--- src/rtl/mips_run_pkg.sv ---
// Shared types and constants for the MIPS run controller and its per-core halt detectors.
package mips_run_pkg;
    localparam int PC_W = 32;

    typedef enum logic [1:0] {RST_HOLD, RUN, DRAIN, DONE} run_state_t;

    // How a run finished, for reporting by whoever watches done/timeout.
    localparam logic [1:0] END_HALT    = 2'd1;
    localparam logic [1:0] END_TIMEOUT = 2'd2;
endpackage

--- src/rtl/mips_halt_detect.sv ---
// Per-core halt detector: flags a core whose valid PC repeats STALL_LIMIT times in a row.
module mips_halt_detect
    import mips_run_pkg::*;
#(
    parameter int STALL_LIMIT = 4
) (
    input  logic            clk,
    input  logic            reset,
    input  logic            clear,
    input  logic            enable,
    input  logic            pc_valid,
    input  logic [PC_W-1:0] pc,
    output logic            halted
);
    localparam int SC_W = $clog2(STALL_LIMIT);
    localparam logic [SC_W-1:0] SAT = SC_W'(STALL_LIMIT - 1);
    localparam logic [SC_W-1:0] PRE = SC_W'(STALL_LIMIT - 2);

    logic [PC_W-1:0] last_pc_reg;
    logic            seen_reg;
    logic [SC_W-1:0] same_cnt_reg;
    logic            halted_reg;

    always_ff @(posedge clk) begin
        if (reset || clear) begin
            last_pc_reg  <= '0;
            seen_reg     <= 1'b0;
            same_cnt_reg <= '0;
            halted_reg   <= 1'b0;
        end else if (enable && pc_valid) begin
            if (!seen_reg) begin
                last_pc_reg  <= pc;
                seen_reg     <= 1'b1;
                same_cnt_reg <= '0;
            end else if (pc == last_pc_reg) begin
                if (same_cnt_reg != SAT)
                    same_cnt_reg <= same_cnt_reg + 1'b1;
                // Flag on the repeat that brings the count to SAT.
                if (same_cnt_reg >= PRE)
                    halted_reg <= 1'b1;
            end else begin
                // A moving PC restarts the count but never un-halts the core.
                last_pc_reg  <= pc;
                same_cnt_reg <= '0;
            end
        end
    end

    assign halted = halted_reg;
endmodule

--- src/rtl/mips_run_ctrl.sv ---
// Run controller: holds cores in reset, runs them with a cycle budget, and ends on
// all-cores-halted (after a drain window) or on timeout.
module mips_run_ctrl
    import mips_run_pkg::*;
#(
    parameter int NUM_CORES    = 1,
    parameter int RST_CYCLES   = 2,
    parameter int MAX_CYCLES   = 1000,
    parameter int STALL_LIMIT  = 4,
    parameter int DRAIN_CYCLES = 8,
    parameter int CNT_W        = $clog2(MAX_CYCLES + 1)
) (
    input  logic                      clk,
    input  logic                      reset,
    input  logic                      start,
    input  logic [NUM_CORES-1:0]      pc_valid,
    input  logic [PC_W*NUM_CORES-1:0] pc,
    output logic                      core_reset,
    output logic                      running,
    output logic                      done,
    output logic                      timeout,
    output logic [NUM_CORES-1:0]      halted,
    output logic [CNT_W-1:0]          cycle_count
);
    localparam int RW = (RST_CYCLES > 1) ? $clog2(RST_CYCLES) : 1;
    localparam int DW = (DRAIN_CYCLES > 1) ? $clog2(DRAIN_CYCLES) : 1;
    localparam logic [RW-1:0]    RST_LAST   = RW'(RST_CYCLES - 1);
    localparam logic [DW-1:0]    DRAIN_LAST = DW'((DRAIN_CYCLES > 0) ? DRAIN_CYCLES - 1 : 0);
    localparam logic [CNT_W-1:0] CNT_LAST   = CNT_W'(MAX_CYCLES - 1);

    run_state_t       state_reg;
    logic [RW-1:0]    rst_cnt_reg;
    logic [DW-1:0]    drain_cnt_reg;
    logic             core_reset_reg;
    logic             running_reg;
    logic             done_reg;
    logic             timeout_reg;
    logic [CNT_W-1:0] cycle_count_reg;

    // Detectors are wiped on the relaunch edge too, so halted reads zero with the fresh RST_HOLD.
    logic det_clear;
    logic det_enable;
    assign det_clear  = (state_reg == RST_HOLD) || (state_reg == DONE && start);
    assign det_enable = (state_reg == RUN);

    genvar gi;
    generate
        for (gi = 0; gi < NUM_CORES; gi++) begin : g_core
            mips_halt_detect #(
                .STALL_LIMIT(STALL_LIMIT)
            ) u_detect (
                .clk     (clk),
                .reset   (reset),
                .clear   (det_clear),
                .enable  (det_enable),
                .pc_valid(pc_valid[gi]),
                .pc      (pc[PC_W*gi +: PC_W]),
                .halted  (halted[gi])
            );
        end
    endgenerate

    always_ff @(posedge clk) begin
        if (reset) begin
            state_reg       <= RST_HOLD;
            rst_cnt_reg     <= '0;
            drain_cnt_reg   <= '0;
            core_reset_reg  <= 1'b1;
            running_reg     <= 1'b0;
            done_reg        <= 1'b0;
            timeout_reg     <= 1'b0;
            cycle_count_reg <= '0;
        end else begin
            case (state_reg)
                RST_HOLD: begin
                    if (rst_cnt_reg == RST_LAST) begin
                        state_reg      <= RUN;
                        core_reset_reg <= 1'b0;
                        running_reg    <= 1'b1;
                    end else begin
                        rst_cnt_reg <= rst_cnt_reg + 1'b1;
                    end
                end
                RUN: begin
                    cycle_count_reg <= cycle_count_reg + 1'b1;
                    // All-halted takes priority over the budget in the same cycle.
                    if (&halted) begin
                        timeout_reg <= 1'b0;
                        if (DRAIN_CYCLES == 0) begin
                            state_reg   <= DONE;
                            running_reg <= 1'b0;
                            done_reg    <= 1'b1;
                        end else begin
                            state_reg     <= DRAIN;
                            drain_cnt_reg <= '0;
                        end
                    end else if (cycle_count_reg == CNT_LAST) begin
                        state_reg   <= DONE;
                        running_reg <= 1'b0;
                        done_reg    <= 1'b1;
                        timeout_reg <= 1'b1;
                    end
                end
                DRAIN: begin
                    if (drain_cnt_reg == DRAIN_LAST) begin
                        state_reg   <= DONE;
                        running_reg <= 1'b0;
                        done_reg    <= 1'b1;
                        timeout_reg <= 1'b0;
                    end else begin
                        drain_cnt_reg <= drain_cnt_reg + 1'b1;
                    end
                end
                DONE: begin
                    if (start) begin
                        state_reg       <= RST_HOLD;
                        rst_cnt_reg     <= '0;
                        core_reset_reg  <= 1'b1;
                        done_reg        <= 1'b0;
                        timeout_reg     <= 1'b0;
                        cycle_count_reg <= '0;
                    end
                end
                default: state_reg <= RST_HOLD;
            endcase
        end
    end

    assign core_reset  = core_reset_reg;
    assign running     = running_reg;
    assign done        = done_reg;
    assign timeout     = timeout_reg;
    assign cycle_count = cycle_count_reg;
endmodule

--- config.mk ---
export PLATFORM = sky130hd
export DESIGN_NAME = mips_run_ctrl
export DESIGN_NICKNAME = d
export VERILOG_FILES = /design/src/rtl/mips_run_pkg.sv /design/src/rtl/mips_halt_detect.sv /design/src/rtl/mips_run_ctrl.sv
export SDC_FILE = /design/constraint.sdc
export NUM_CORES = 1
export LEC_CHECK = 0
export CORE_UTILIZATION = 45
export DETAILED_ROUTE_END_ITERATION = 8
export PLACE_DENSITY = 0.79
export SETUP_SLACK_MARGIN = 0.2
export SYNTH_ARGS = -nofsm -noshare
export SYNTH_HDL_FRONTEND = slang
export SYNTH_SLANG_ARGS = --single-unit
--- constraint.sdc ---
create_clock -name clk -period 2.3 [get_ports clk]
set_input_delay 0.345 -clock clk [delete_from_list [all_inputs] [get_ports clk]]
set_output_delay 0.345 -clock clk [all_outputs]
set_load 0.02 [all_outputs]
* Word level (Yosys, flattened, before mapping) *
Cells that the tools add are included.

word-level totals
  logic and storage cells = 88
  bits in latches = 0
  bits of input ports = 36
  memory bits (writable) = 0
  bits in read-only memories = 0
  register bits after elaboration = 56
  memories kept = 0
  output and inout bits = 15

cells by class
  shifts and indexed selects = 0
  reductions and logical operators = 21
  $add $sub $neg = 4
  divide/modulo/power cells = 0
  mux-type cells = 33
  equality and inequality tests = 17
  bitwise logic cells = 0
  magnitude comparators = 1
  multipliers = 0

operator list
  kind                                                              count
  32-bit two-way mux                                                2
  32-bit == test                                                    1
  10-bit one-hot mux with 2 select lines                            1
  2-bit != test (second input constant)                             9
  2-bit two-way mux                                                 8
  1-bit two-way mux                                                 12
  4-bit AND reduction                                               3
  10-bit by 1-bit adder with 10-bit output (second input constant)  1
  10-bit == test (second input constant)                            1
  10-bit two-way mux                                                1
  5-bit AND reduction                                               2
  1-bit one-hot mux with 3 select lines                             3
  2-bit one-hot mux with 4 select lines                             1
  2-bit AND reduction                                               4
  3-bit two-way mux                                                 2
  3-bit != test (second input constant)                             2
  3-bit one-hot mux with 2 select lines                             1
  3-bit AND reduction                                               2
  2-bit nonzero test                                                3
  3-bit nonzero test                                                2
  2-bit == test (second input constant)                             2
  1-bit one-hot mux with 2 select lines                             2
  3-bit by 1-bit adder with 3-bit output (second input constant)    1
  3-bit == test (second input constant)                             1
  other kinds (7)                                                   9

* Logic depth before layout (Yosys ltp) *
Gate-level depths: netlist of run 1.

  depth in word-level cells = 4
  depth in mapped cells = 9
  mapped depth without buffers = 8

* By module *
A second synthesis of run 1 with hierarchy kept.

unflattened totals
  cells, all modules = 355
  area, all modules = 2955.3 µm²

by module, submodules not included
  module            seq. area each (µm²)  area each (µm²)  cells each  instances
  mips_halt_detect  720.7                 1789.2           219         1
  mips_run_ctrl     400.4                 1166.1           136         1

* Least setup slack after synthesis of run 1 *
OpenSTA, ideal clock, no wires.

  path type = register to register
  start point = reg cycle_count_reg[0], in the netlist cycle_count[0]
  end point = reg timeout_reg, in the netlist timeout
  path slack = 224 ps
  arrival = 2006 ps
  stages on the path, launching flop included = 8
  buffers on the path = 0
  setup time = 70 ps
  period minus slack after synthesis = 2076 ps
  data required time = 2230 ps
  path through = dfxtp_1 ha_1 nand2_2 or4_4 nand2b_2 nand2_1 or4_1 a21oi_1

between the ends
  longest elaborated chain between the ends = 3

ends and longest elaborated chain
  what                                  RTL line              source
  from (decl)                           mips_run_ctrl.sv:38   logic [CNT_W-1:0] cycle_count_reg;
  from (signal assigned)                mips_run_ctrl.sv:85   cycle_count_reg <= cycle_count_reg + 1'b1;
  10-bit == test                        mips_run_ctrl.sv:97   end else if (cycle_count_reg == CNT_LAST) begin
  3-bit != test (no source line)        -
  4-bit AND reduction (no source line)  -
  to (signal assigned)                  mips_run_ctrl.sv:101  timeout_reg <= 1'b1;
  to (signal assigned)                  mips_run_ctrl.sv:109  timeout_reg <= 1'b0;
  to (signal assigned)                  mips_run_ctrl.sv:120  timeout_reg <= 1'b0;
  to (decl)                             mips_run_ctrl.sv:37   logic timeout_reg;

Every way passes these cells.
A chain may end at the register's enable or synchronous reset.

* Final worst setup path of run 1 *
  start point = reg cycle_count_reg[1], in the netlist cycle_count[1]
  end point = reg timeout_reg, in the netlist timeout

The elaborated chain is that of the path after synthesis.

==> results of run 1 <==
worst max-delay path by stage:
stage               slack (ns)                                        endpoint                   startpoint  cells past startpoint
detailed placement        0.06  g_core[0].u_detect.last_pc_reg[0]$_SDFFE_PP0P_                       pc[15]                      9
CTS                       0.22                            timeout$_SDFFE_PP0P_  cycle_count[0]$_SDFFE_PP0P_                      7
global route              0.16                            timeout$_SDFFE_PP0P_  cycle_count[1]$_SDFFE_PP0P_                      7
finish                    0.28                            timeout$_SDFFE_PP0P_  cycle_count[1]$_SDFFE_PP0P_                      7
floorplan                 0.22                            timeout$_SDFFE_PP0P_  cycle_count[0]$_SDFFE_PP0P_                      7
global placement          0.13  g_core[0].u_detect.last_pc_reg[4]$_SDFFE_PP0P_                        pc[9]                      9
through the flow:
stage	area (um2)	total power, mW	hold slack (ns)
2_1_floorplan	2700	1.84	0.436
4_1_cts	3430	2.72	0.470
5_1_grt	3450	2.91	0.496
6_report	3450	2.72	0.466
3_3_place_gp	3340	2.14	0.443
3_5_place_dp	3340	2.17	0.455
layout by cell type, fill, tap and decap left out, types with 5 or more instances in the layout:
master           Yosys  final
inv_1                5      5
xnor2_1             32     32
nand2b_1             5      5
a21oi_1             16     16
nand2_1             17     16
nor2_1              54     54
mux2i_1             32     32
ha_1                 9      8
clkbuf_8             0      6
dfxtp_1             56     55
nand3_1             15     15
nand4_1             10     10
clkdlybuf4s50_1      0     50
area by class of cell:
cell class                 instances  area (um2)  area share, %
clock buffer                       8        90.1           2.61
inverter                           5        18.8          0.544
multi-input combinational        231        1560           45.2
sequential                        56        1120           32.5
tap                               72        90.1           2.61
timing repair buffer              56         571           16.5
cells by family after synthesis:
family	count (synthesis)	synth area share (%)
multiplexers	34	12.7
flip-flops	56	41.5
buffers and inverters	15	2.22
AO/OA/AOI/OAI	34	7.59
AND/OR/NAND/NOR	122	21.5
XOR/XNOR	32	10.4
adder cells (fa/ha/maj)	9	4.16
report_power, final:
part	internal, mW	switching, mW
sequential	1.06	0.0687
combinational	0.476	0.564
clock	0.247	0.304
worst register-to-register path, cell delays in order, from the launching register on:
cell and delay (ns):
dfxtp_1 0.42, ha_4 0.19, nand2_2 0.08, or4_4 0.55, nand2b_2 0.10, nand2_1 0.06, or4_1 0.41, a21oi_1 0.16
metal layers:
layer  wire (um)  GRT usage, %  part of all wire (%)
met1        2600          24.9                    47
met2        2720          32.2                    49
met3         196          3.77                   3.5
met4          38          5.82                  0.68
met5           0             0                     0
repair_timing:
action                                  4_1_cts  5_1_grt
endpoints found under the hold margin         0        0
gates cloned                                  0        0
gates resized for setup                       1        4
setup buffers                                 0        0
endpoints found under the setup margin        1       27
==> impl_results.md, run 1 <==
- Status: finished, final reports clean
- ANT cells: 0
- Dpl hpwl: 4030 um
- Min Tclk post-route: 2.02 ns
- P per Cell Area: 788 nW/um2
- Worst min path class: flip-flop to flip-flop
- Fmax: 496 MHz
- Endpoint of the worst hold path: timeout$_SDFFE_PP0P_
- Depth of the CTS H-tree: 2
- Clock Tree Buf Depth: 2
- Row count: 27
- CP Cell Sequence: ha_4, nand2_2, or4_4, nand2b_2, nand2_1, or4_1, a21oi_1
- Main flop type after synthesis: dfxtp_1
- Area Overhead vs Synth: 27.6%
- DRC Markers: 0
- Fill count: 466
- Max Slew Vio Count: 0
- Top cell type's share of synthesized area: 41.5%
- Synth area leader: dfxtp_1
- Worst flop-to-flop path endpoint: timeout$_SDFFE_PP0P_
- Avg Inst Size Synth: 8.95 um2
- R2R depth: 7
- Routed Antenna Nets: 0
- Initial drt markers: 97
- Total number of yosys warnings: 0
- Worst Path Buf+Inv: 0
- Placer Congestion: 0.843
- Crit share post-route: 87.6%
- Final setup viols: 0
- Final core occ: 61.1%
- Placed insts: 420
- VDD IR max: 0.000332 V
- TritonCTS clock tree: built
- Critical Path Slowest Stage Cell: or4_4
- Clock skew: 0.00376 ns
- Post-synthesis sequential area ratio: 41.5%
- Die area: 6320 um2
- Yosys cell types: 36
- Pre-CTS WS: 0.0586 ns
- Clock latency on the worst-skew pair: 0.30 ns
- Synth cell count leaders: dfxtp_1 (56), nor2_1 (54), mux2i_1 (32), xnor2_1 (32), nand2_1 (17)
- Root Driver: clkbuf_8
- Layout cells sized above 1: 6.18%
- First-pass GRT wire length: 9690 um
- Port Buf Inserts: 50
- Core area: 5640 um2
- Critical R2R Launch: cycle_count[1]$_SDFFE_PP0P_
- Cells on Worst Hold Path: 2
- Number of max-cap violations: 0
- Crit path capture type: flip-flop
- Critical Path AT: 2.25 ns
- Required @ worst endpoint: 2.53 ns
- Gr usage total: 19.3%
- Worst path max stage delay: 0.55 ns
- Hold_sp: timeout$_SDFFE_PP0P_
- Type of the worst setup path: flip-flop to flip-flop
- Area contributors post-synth: dfxtp_1 (41%), mux2i_1 (12%), xnor2_1 (10%)
- Post-Layout Cell Count: 428
- Layout Nets: 400
- Setup slack after layout: 0.285 ns
- Number of flip-flops in the largest register: 32
- Crit path max fanout: 5
- Global route total overflow: 0
- Number of global-route vias before repair: 2162
- Post-CTS Hold Fix Bufs: 0
- CP Launch Type: flip-flop
- Crit-path leading delay family: simple AND/OR/NAND/NOR gates
- Post-Syn Nets: 347
- Initial cell density of the core: 47.9%
- Sink Count: 56
- CTS buffer count: 5
- Initial antenna violation count: 0
- R2r setup slk: 0.28 ns
- Worst-margin pin slew: 0.363 ns
- Die Span Y: 79.5 um
- Cell with the most instances after synthesis: dfxtp_1
- Reg clk slew, reported paths: 0.09 ns
- Avg WL per Cell: 13.0 um
- Async set or reset register ratio after synthesis: 0%
- Die X: 79.5 um
- Synth Register Bits: 56
- IO Count: 51
- EDFF count, synth: 0
- Vias per inst: 5.19
- Vias: 2221
- Final wirelength: 5560 um
- 1st-pass router iterations: 4
- Synthesized area: 2700 um2
- RSZ-0062 raised after global routing: yes
- Hold Fails Final Rpt: 0
- Rel. slew slack: 75.8%
- Post-Route Setup TNS: 0 ns
- Post-synthesis cell count: 302
- P_leak: 1.13 nW
- Largest net degree at the start of global routing: 37
(Power assumes the default switching activity.)
==> run 2, diff against run 1 <==
--- a/config.mk
+++ b/config.mk
@@ -9,6 +9,7 @@
 export DETAILED_ROUTE_END_ITERATION = 8
 export PLACE_DENSITY = 0.79
 export SETUP_SLACK_MARGIN = 0.2
+export SLEW_MARGIN = 0
 export SYNTH_ARGS = -nofsm -noshare
 export SYNTH_HDL_FRONTEND = slang
 export SYNTH_SLANG_ARGS = --single-unit
==> results of run 2 <==
Same layout as run 1: the final DEF is identical, and so are final timing and power.
==> run 3, diff against run 2 <==
--- a/config.mk
+++ b/config.mk
@@ -5,6 +5,7 @@
 export SDC_FILE = /design/constraint.sdc
 export NUM_CORES = 1
 export LEC_CHECK = 0
+export CORE_ASPECT_RATIO = 2
 export CORE_UTILIZATION = 45
 export DETAILED_ROUTE_END_ITERATION = 8
 export PLACE_DENSITY = 0.79
==> impl_results.md, run 3 (synthesis gave the netlist of run 1 again) <==
- Critical Path Slowest Stage Cell: or4_4 (unchanged)
- Crit path capture type: flip-flop (unchanged)
- Hold_sp: g_core[0].u_detect.last_pc_reg[5]$_SDFFE_PP0P_ (was timeout$_SDFFE_PP0P_)
- Routed Antenna Nets: 0 (unchanged)
- Fmax: 503 MHz (was 496 MHz)
- Area occupied by multi-input gates: 1560 um2 (about the same)
- Clock skew: 0.00688 ns (was 0.00376 ns)
- Critical Path AT: 2.22 ns (was 2.25 ns)
- Type of the worst setup path: flip-flop to flip-flop (unchanged)
- Die X: 56.8 um (was 79.5 um)
- Post-placement cell area: 3330 um2 (was 3340 um2)
- Final instance area: 3530 um2 (was 3450 um2)
- Worst path max stage delay: 0.56 ns (was 0.55 ns)
- Post CTS Setup Buffer Count: 0 (unchanged)
- Largest net degree at the start of global routing: 37 (unchanged)
- Number of global-route vias before repair: 2271 (was 2162)
- VDD IR max: 0.000667 V (was 0.000332 V)
- Placer Congestion: 0.824 (was 0.843)
- Most frequent cells in the layout: nor2_1 (54), dfxtp_1 (54), clkdlybuf4s50_1 (50) (was dfxtp_1 (55), nor2_1 (54), clkdlybuf4s50_1 (50))
- First-pass GRT wire length: 9830 um (was 9690 um)
- Worst min path class: flip-flop to flip-flop (unchanged)
- Clock latency on the worst-skew pair: 0.30 ns (about the same)
- Reg clk slew, reported paths: 0.07 ns (was 0.09 ns)
- CP Cell Sequence: ha_4, nand2_2, or4_4, nand2b_2, nand2_1, or4_1, a21oi_1 (unchanged)
- Port Buf Inserts: 50 (unchanged)
- CTS buffer count: 5 (unchanged)
- Gr usage total: 19.6% (was 19.3%)
- Hold slack: 0.466 ns (about the same)
- Root Driver: clkbuf_16 (was clkbuf_8)
- Worst-margin pin slew: 0.358 ns (was 0.363 ns)
- Layout Nets: 399 (was 400)
- Number of max-cap violations: 0 (unchanged)
- Fill count: 504 (was 466)
- Dpl hpwl: 4350 um (was 4030 um)
- Sink Count: 56 (unchanged)
- Depth of the CTS H-tree: 2 (unchanged)
- Crit share post-route: 86.5% (was 87.6%)
- P per Cell Area: 874 nW/um2 (was 788 nW/um2)
- Clock Tree Buf Depth: 2 (unchanged)
- ANT cells: 0 (unchanged)
- Global route total overflow: 0 (unchanged)
- Pre-CTS WS: 0.0596 ns (was 0.0586 ns)
- Post-Route Setup TNS: 0 ns (unchanged)
- Core area: 5760 um2 (was 5640 um2)
- Avg WL per Cell: 14.2 um (was 13.0 um)
- Rel. slew slack: 76.0% (was 75.8%)
- Worst setup path start: cycle_count[0]$_SDFFE_PP0P_ (was cycle_count[1]$_SDFFE_PP0P_)
- Area Overhead vs Synth: 30.6% (was 27.6%)
- Vias: 2276 (was 2221)
- Initial drt markers: 72 (was 97)
- Post-CTS Hold Fix Bufs: 0 (unchanged)
- P_leak: 1.17 nW (was 1.13 nW)
- Worst Path Buf+Inv: 0 (unchanged)
- Number of flip-flops in the largest register: 32 (unchanged)
- Die Span Y: 112 um (was 79.5 um)
- Critical R2R Launch: cycle_count[0]$_SDFFE_PP0P_ (was cycle_count[1]$_SDFFE_PP0P_)
- Layout cells sized above 1: 7.04% (was 6.18%)
- Initial cell density of the core: 47.0% (was 47.9%)
- Placed insts: 408 (was 420)
- Crit-path leading delay family: simple AND/OR/NAND/NOR gates (unchanged)
- Status: finished with violations (was finished, final reports clean)
- Hold Fails Final Rpt: 0 (unchanged)
- 1st-pass router iterations: 6 (was 4)
- IO Count: 51 (unchanged)
- Min Tclk post-route: 1.99 ns (was 2.02 ns)
- Crit path max fanout: 5 (unchanged)
- RSZ-0062 raised after global routing: no (was yes)
- CP Launch Type: flip-flop (unchanged)
- Die area: 6340 um2 (was 6320 um2)
- Final wirelength: 5900 um (was 5560 um)
- Setup slack after layout: 0.311 ns (was 0.285 ns)
- Failing checks: DRC
- DRC Markers: 7 (was 0)
- Vias per inst: 5.47 (was 5.19)
- Max Slew Vio Count: 0 (unchanged)
- Post-Layout Cell Count: 416 (was 428)
- Reg area: 1120 um2 (about the same)
- Initial antenna violation count: 0 (unchanged)
- TritonCTS clock tree: built (unchanged)
- Required @ worst endpoint: 2.53 ns (about the same)
- Row count: 39 (was 27)
- Final setup viols: 0 (unchanged)
run 3: tightest hold or removal path: stages, from the launching register on:
cell and delay (ns):
dfxtp_1 0.32, nand2_1 0.05, a21oi_1 0.05
run 3: layout make-up:
type                            instances  area share (%)
Multi-Input combinational cell        231            44.2
Sequential cell                        56            31.8
Timing Repair Buffer                   55            16.3
Clock buffer                            6            3.93
Tap cell                               61            2.16
Clock inverter                          2            1.10
Inverter                                5           0.532
run 3: path summary, 6_finish.rpt:
path | cells after the start | endpoint | slack, ns
setup / recovery | 7 | timeout$_SDFFE_PP0P_ | 0.31
hold reg to reg | 2 | g_core[0].u_detect.last_pc_reg[5]$_SDFFE_PP0P_ | 0.47
setup reg to reg | 7 | timeout$_SDFFE_PP0P_ | 0.31
hold / removal | 2 | g_core[0].u_detect.last_pc_reg[5]$_SDFFE_PP0P_ | 0.47
run 3: what timing repair did:
item | in CTS | in global routing
endpoints found under the setup margin | 1 | 13
resized for setup | 1 | 6
pin swaps | 0 | 0
cloned | 0 | 0
run 3: where the power goes:
group          internal, mW  total (mW)  switching [mW]  leakage (nW)
clock network         0.546       0.898           0.352        0.0871
logic                 0.488        1.06           0.567         0.632
registers              1.06        1.13          0.0720         0.454
total                  2.09        3.09           0.991          1.17
run 3: routing by layer:
metal / GRT usage (%) / wire (um)
met5: 0 / 0
met1: 19.4 / 2250
met4: 8.13 / 126
met2: 38.3 / 3290
met3: 3.37 / 229
run 3: per-stage QoR:
step                total power [mW]  util, %
floorplan                       1.84        -
global placement                2.17     57.8
detailed placement              2.19     57.8
CTS                             3.09     61.0
global route                    3.28     61.3
finish                          3.09     61.3
